## config.mk

```make
export PLATFORM = sky130hd
export DESIGN_NAME = multicycle_control_unit
export DESIGN_NICKNAME = d
export VERILOG_FILES = /design/src/rtl/multicycle_control_unit.sv
export SDC_FILE = /design/constraint.sdc
export NUM_CORES = 1
export LEC_CHECK = 0
export CORE_ASPECT_RATIO = 1.4
export CORE_MARGIN = 5
export CORE_UTILIZATION = 35
export DETAILED_ROUTE_END_ITERATION = 12
export PLACE_DENSITY = 0.69
export SYNTH_ARGS = -nofsm -noshare
export SYNTH_HDL_FRONTEND = slang
export SYNTH_SLANG_ARGS = --single-unit
```

## constraint.sdc

```tcl
create_clock -name CLK -period 4.35 [get_ports CLK]
set_input_delay 0.87 -clock CLK [delete_from_list [all_inputs] [get_ports CLK]]
set_output_delay 0.87 -clock CLK [all_outputs]
set_load 0.02 [all_outputs]
```

## src/rtl/multicycle_control_unit.sv

```systemverilog
// Multi-cycle sequencer for the SC8b datapath: fetch/decode/exec/mem/wb FSM
// with ready/ack memory handshakes, HALT, illegal-opcode flag and bus timeout.
module multicycle_control_unit #(
   parameter int IW      = 8,
   parameter int RA      = 2,
   parameter int TIMEOUT = 15
) (
   input  logic          CLK,
   input  logic          RST_N,
   input  logic [IW-1:0] IMEM_RDATA,
   input  logic          IMEM_ACK,
   input  logic          DMEM_ACK,
   input  logic          NF,
   input  logic          OF,
   input  logic          ZF,
   output logic [IW-1:0] INST_Q,
   output logic          IMEM_REQ,
   output logic          DMEM_REQ,
   output logic          DMEM_W_EN,
   output logic          PC_EN,
   output logic          PC_LD_EN,
   output logic [RA-1:0] REG_RD_A,
   output logic [RA-1:0] REG_RD_B,
   output logic          REG_W_EN,
   output logic [RA-1:0] REG_W_ADD,
   output logic          REG_WSEL,
   output logic [1:0]    ALU_OP,
   output logic          FLAG_W,
   output logic          HALTED,
   output logic          ILLEGAL,
   output logic          BUS_ERR,
   output logic [2:0]    STATE
);
   typedef enum logic [2:0] {
      BOOT = 3'd0, FETCH = 3'd1, DECODE = 3'd2, EXEC = 3'd3,
      MEM  = 3'd4, WB    = 3'd5, HALT   = 3'd6, ERR  = 3'd7
   } state_t;

   localparam logic [7:0] WAIT_LAST = 8'(TIMEOUT - 1);
   localparam logic [3:0] OP_HALT  = 4'h1;
   localparam logic [3:0] OP_LOAD  = 4'h2;
   localparam logic [3:0] OP_STORE = 4'h3;
   localparam logic [3:0] OP_JMP   = 4'h8;
   localparam logic [3:0] OP_BR    = 4'h9;

   state_t        state, nxt;
   logic [7:0]    wait_cnt;
   logic [3:0]    op;
   logic [1:0]    cond;
   logic [RA-1:0] dest, src;
   logic          timed_out, taken;

   assign op        = INST_Q[IW-1:IW-4];
   assign cond      = INST_Q[IW-5:IW-6];
   assign dest      = INST_Q[2*RA-1:RA];
   assign src       = INST_Q[RA-1:0];
   // Last permitted wait cycle; an ack arriving here still wins.
   assign timed_out = (wait_cnt == WAIT_LAST);

   always_comb begin
      case (cond)
         2'b00:   taken = ~ZF;
         2'b01:   taken = ZF;
         2'b10:   taken = ~ZF & (NF == OF);
         default: taken = (NF == OF);
      endcase
   end

   always_ff @(posedge CLK or negedge RST_N) begin
      if (!RST_N) begin
         state    <= BOOT;
         INST_Q   <= '0;
         wait_cnt <= '0;
      end else begin
         state <= nxt;
         if (state == FETCH && IMEM_ACK) INST_Q <= IMEM_RDATA;
         if (nxt != state)                      wait_cnt <= '0;
         else if (state == FETCH || state == MEM) wait_cnt <= wait_cnt + 8'd1;
      end
   end

   always_comb begin
      nxt = state;
      case (state)
         BOOT:   nxt = FETCH;
         FETCH:  if (IMEM_ACK) nxt = DECODE; else if (timed_out) nxt = ERR;
         DECODE: if (op == OP_LOAD || op == OP_STORE) nxt = MEM;
                 else if (op == OP_HALT)               nxt = HALT;
                 else                                  nxt = EXEC;
         EXEC:   nxt = FETCH;
         MEM:    if (DMEM_ACK) nxt = (op == OP_STORE) ? FETCH : WB;
                 else if (timed_out) nxt = ERR;
         WB:     nxt = FETCH;
         default: nxt = state;
      endcase
   end

   always_comb begin
      IMEM_REQ  = 1'b0;
      DMEM_REQ  = 1'b0;
      DMEM_W_EN = 1'b0;
      PC_EN     = (state == FETCH) && IMEM_ACK;
      PC_LD_EN  = 1'b0;
      REG_RD_A  = '0;
      REG_RD_B  = '0;
      REG_W_EN  = 1'b0;
      REG_W_ADD = '0;
      REG_WSEL  = 1'b0;
      ALU_OP    = 2'b00;
      FLAG_W    = 1'b0;
      HALTED    = 1'b0;
      ILLEGAL   = 1'b0;
      BUS_ERR   = 1'b0;
      STATE     = state;
      if (state == DECODE || state == EXEC || state == MEM || state == WB) begin
         REG_RD_A = dest;
         REG_RD_B = src;
      end
      case (state)
         FETCH: IMEM_REQ = 1'b1;
         EXEC: begin
            case (op)
               4'h4, 4'h5, 4'h6, 4'h7: begin
                  ALU_OP    = op[1:0];
                  FLAG_W    = 1'b1;
                  REG_W_EN  = 1'b1;
                  REG_W_ADD = dest;
               end
               OP_JMP:  PC_LD_EN = 1'b1;
               OP_BR:   PC_LD_EN = taken;
               default: ILLEGAL  = (op >= 4'hA);
            endcase
         end
         MEM: begin
            DMEM_REQ  = 1'b1;
            DMEM_W_EN = (op == OP_STORE);
         end
         WB: begin
            REG_W_EN  = 1'b1;
            REG_W_ADD = dest;
            REG_WSEL  = 1'b1;
         end
         HALT:    HALTED  = 1'b1;
         ERR:     BUS_ERR = 1'b1;
         default: ;
      endcase
   end
endmodule
```

==> results.md <==
Timing:
- The number of failing hold endpoints at the final stage is 0.
- Setup total negative slack on the finished layout was measured at 0 ns.
- Setup repair after global routing left no endpoint under its margin.
- The final worst setup slack is 0.8128 ns.
- The highest clock rate is 282.7 MHz.
- The number of pins exceeding their max-slew limit in the final report is 0.
- The transition time at the pin with the least slew margin is around 0.98 ns.
- Setup violations remaining at the end of the flow were counted as 0.
- Of the available clock period, the critical path in the final layout requires 81.31%.
- Between clock sinks in the finished design, the worst skew comes to roughly 0.0025 ns.
- The minimum clock period is ~3.5 ns.
- Headroom to the max-slew limit came out at between 30% and 40%.

Worst setup path:
- The largest fanout of any net on the critical path is 1.
- The startpoint of the most critical register-to-register path is STATE[1].
- Data arrives at the worst endpoint at roughly 2.7 ns.
- The worst-case reg-to-reg path depth is 4.
- The worst register-to-register path ends at INST_Q[1].
- The required time reported for the critical path endpoint is approximately 3.5 ns.
- The worst setup path is launched from an input port.
- The register-to-register setup slack is between 2 and 2.5 ns.
- The worst setup path is captured at a primary output.
- The critical path is of the in -> out type.

Global routing:
- After global routing, the most crowded layer is met2.
- The number of global-route vias before repair is 1178.
- The remaining global-route overflow is 0.
- The global-route wire length before repair is 5.651 mm.
- The global-route total usage across every layer is 14.91%.
- The largest net degree at the start of global routing is 23.
- The met3 routing resource usage after global routing is under 10%.
- The number of antenna violations at the first check in global routing is 0.
- In the global route stage, met2 resource usage came out at 26.19%.
- The met1 track utilization from global routing is between 10% and 20%.

CTS:
- The number of hold-repair buffers added at the cts stage is 0.
- Clock-pin slew was measured on the worst setup and hold paths at 0.07 ns.
- The CTS buffer count is 3.
- The tree built by TritonCTS fans out to 19 sinks.
- The number of buffers on the longest clock path is 2.
- The number of instances resized during post-cts repair is 0.
- The later-pin clock latency in the skew report is 0.25 ns.
- CTS built an H-tree with a depth of 1.
- After clock tree synthesis, the setup repair step added 0 buffers.
- The cell chosen for the clock root is sky130_fd_sc_hd__clkbuf_8.
- TritonCTS built the clock tree.

Die:
- 45 I/O pins were placed.
- The die outline width is roughly 60 um.
- The floorplan die height is ~80 um.
- The initial core utilization is roughly 36%.
- The floorplan step defined a die boundary enclosing 4850 um2.
- After floorplanning, the core was divided into 25 placement rows.
- The placeable core area is ~3400 um2.

Detailed routing:
- In the final routed layout, each cell accounts on average for 16.36 um.
- The first detailed-routing pass ran for 4 iterations.
- For this block, the via count after detailed routing is 1162.
- The post-detailed-route count of antenna-violating nets is 0.
- Wires add up to 3.402 mm.
- The number of DRC violations after detailed-routing iteration 0 is 56.
- For this run, design rule violations remaining after detail routing come to 0.
- The via count normalized by instance count is between 5 and 6.

Synth:
- During synthesis, Yosys emitted a total of 0 warnings.
- The synthesized design contains 0 enable-type register cells.
- The count of state elements after synthesis is 19.
- Counting every instance in the synthesized netlist gives 126.
- Sorting the synthesized cells by how often they occur yields 19 x sky130_fd_sc_hd__dfrtp_1, 8 x sky130_fd_sc_hd__a211oi_1, 8 x sky130_fd_sc_hd__and2_1, 8 x sky130_fd_sc_hd__o21ai_0, 7 x sky130_fd_sc_hd__nor2_1.
- The mean instance size in the synthesized netlist is 9.841 um2.
- The net count after synthesis is 143.
- By area the synthesized netlist is led by sky130_fd_sc_hd__dfrtp_1 38%, sky130_fd_sc_hd__mux2_2 5.4%, sky130_fd_sc_hd__a211oi_1 4.8%.
- The fraction of synthesized cell area taken by the top area cell type is 38.35%.
- The async set-or-reset flop fraction in the synthesized netlist is 100.0%.
- The main flop type after synthesis is sky130_fd_sc_hd__dfrtp_1.
- The most common cell in the synthesized netlist is sky130_fd_sc_hd__dfrtp_1.
- Sequential elements use 38.35% of the synthesized area.
- Yosys mapped the design onto 40 distinct sky130hd cell types.
- After synthesis the cells add up to roughly 1200 um2.
- The biggest area contributor in the post-synthesis netlist is sky130_fd_sc_hd__dfrtp_1.

Final layout:
- Relative to the synthesized area, the layout overhead comes to 40.36%.
- The layout has 319 filler cells.
- At the end of the flow, the number of nets in the layout was approximately 190.
- For this run, the share of the core covered by cells in the final layout is 51.05%.
- The repair_antennas step left the layout with diodes totalling 0.
- Cells with a size suffix above 1 make up ~8.3% of the layout.

Hold path:
- The path with the worst hold slack has its endpoint at INST_Q[0].
- The startpoint identified for the worst hold timing path is INST_Q[0].
- Along the worst hold path, the cell count comes to 1.
- The worst min-delay path category is reg -> reg.

Outcome:
- The flow ran to the end, and the final reports show no timing, DRC or antenna violations.

Place:
- The global placer's final weighted congestion is 0.8208.
- Buffers placed on the I/O ports in this run total 44.
- The wire-length estimate of the detail-placed layout is 2.650 mm.
- The worst slack at placement is 0.8068 ns.

Pwr:
- VDD sags by at most 0.3141 mV.
- In this run the static leakage power is between 0.6 and 0.7 nW.
- Dividing total power by cell area gives a power density of 620.5 nW/um2.

Flow run:
- Max-cap violations in this run came to 0.
-- cells in the final DEF, fill, tap and decap left out, drive strengths merged, types with 2 or more instances in the layout --
cell type,count
clkdlybuf4s50,44
dfrtp,19
and2,8
o21ai,8
a211oi,8
nor2,7
mux2,6
inv,5
nand2b,5
or4,5
nor3b,5
nand3,4
o31ai,4
or3,4
clkbuf,4
nor2b,2
nor4,2
nand4bb,2
or4b,2
and3,2
xnor2,2
nand4,2
nand2,2
ha,2
nand4b,2
-- logic make-up after synthesis --
kind of cell               count (synthesis)  share of synthesized area [%]
and+or+nand+nor                           58                          31.99
buffers and inverters                     12                          4.945
xor gates and xnor gates                   3                          2.119
AOI/OAI and AO/OA                         26                          15.14
DFF                                       19                          38.35
muxes                                      6                          5.449
adders and majority gates                  2                          2.018
-- sequential cells by signal, indices dropped and copies added (netlist names) --
name	count
INST_Q	8
STATE	3
wait_cnt	8
-- stage by stage --
stage	instance area [um2]	cells	hold WS [ns]	total power, mW
CTS	1740	208	0.5439	1.096
global placement	1695	204	0.5066	0.9513
finish	1740	208	0.5372	1.080
floorplan	1240	126	0.5220	0.6963
global route	1740	208	0.6013	1.161
detailed placement	1695	204	0.5279	0.9725
-- how the worst max path moves through the flow --
stage                to  cells after the start  start  slack (ns)
2_1_floorplan  PC_LD_EN                      3     OF        1.21
3_3_place_gp   PC_LD_EN                      5     OF        0.80
3_5_place_dp   PC_LD_EN                      5     OF        0.81
4_1_cts        PC_LD_EN                      5     OF        0.80
5_1_grt        PC_LD_EN                      5     NF        0.62
6_report       PC_LD_EN                      5     OF        0.81
-- layer usage --
metal,share of wire [%],routed length (um),vias up
met5,0,0,-
met4,0.71,24,0
met3,10,353,2
met2,49,1682,47
met1,39,1343,551
li1,-,-,562
-- critical path, cell delays in order --
cell and delay (ns):
sky130_fd_sc_hd__clkdlybuf4s50_1 0.47, sky130_fd_sc_hd__xnor2_1 0.11, sky130_fd_sc_hd__o221ai_1 0.12, sky130_fd_sc_hd__a2111oi_0 0.41, sky130_fd_sc_hd__clkdlybuf4s50_1 0.68
-- power breakdown --
part           total [mW]  internal [mW]  switching, mW  leakage, nW
Sequential          0.340          0.230          0.109        0.243
Combinational       0.619          0.302          0.317        0.403
Clock               0.122         0.0651         0.0567       0.0228
-- final cells by class --
cell class              count  area, um2  area share [%]
clock buffers               4      45.04           2.588
inverters                   5      18.77           1.078
multi-input cells          95      703.2           40.40
flip-flops and latches     19      475.5           27.32
well taps                  40      50.05           2.876
repair buffers             45      447.9           25.74
Note: power is estimated with default switching activity, not from simulation.
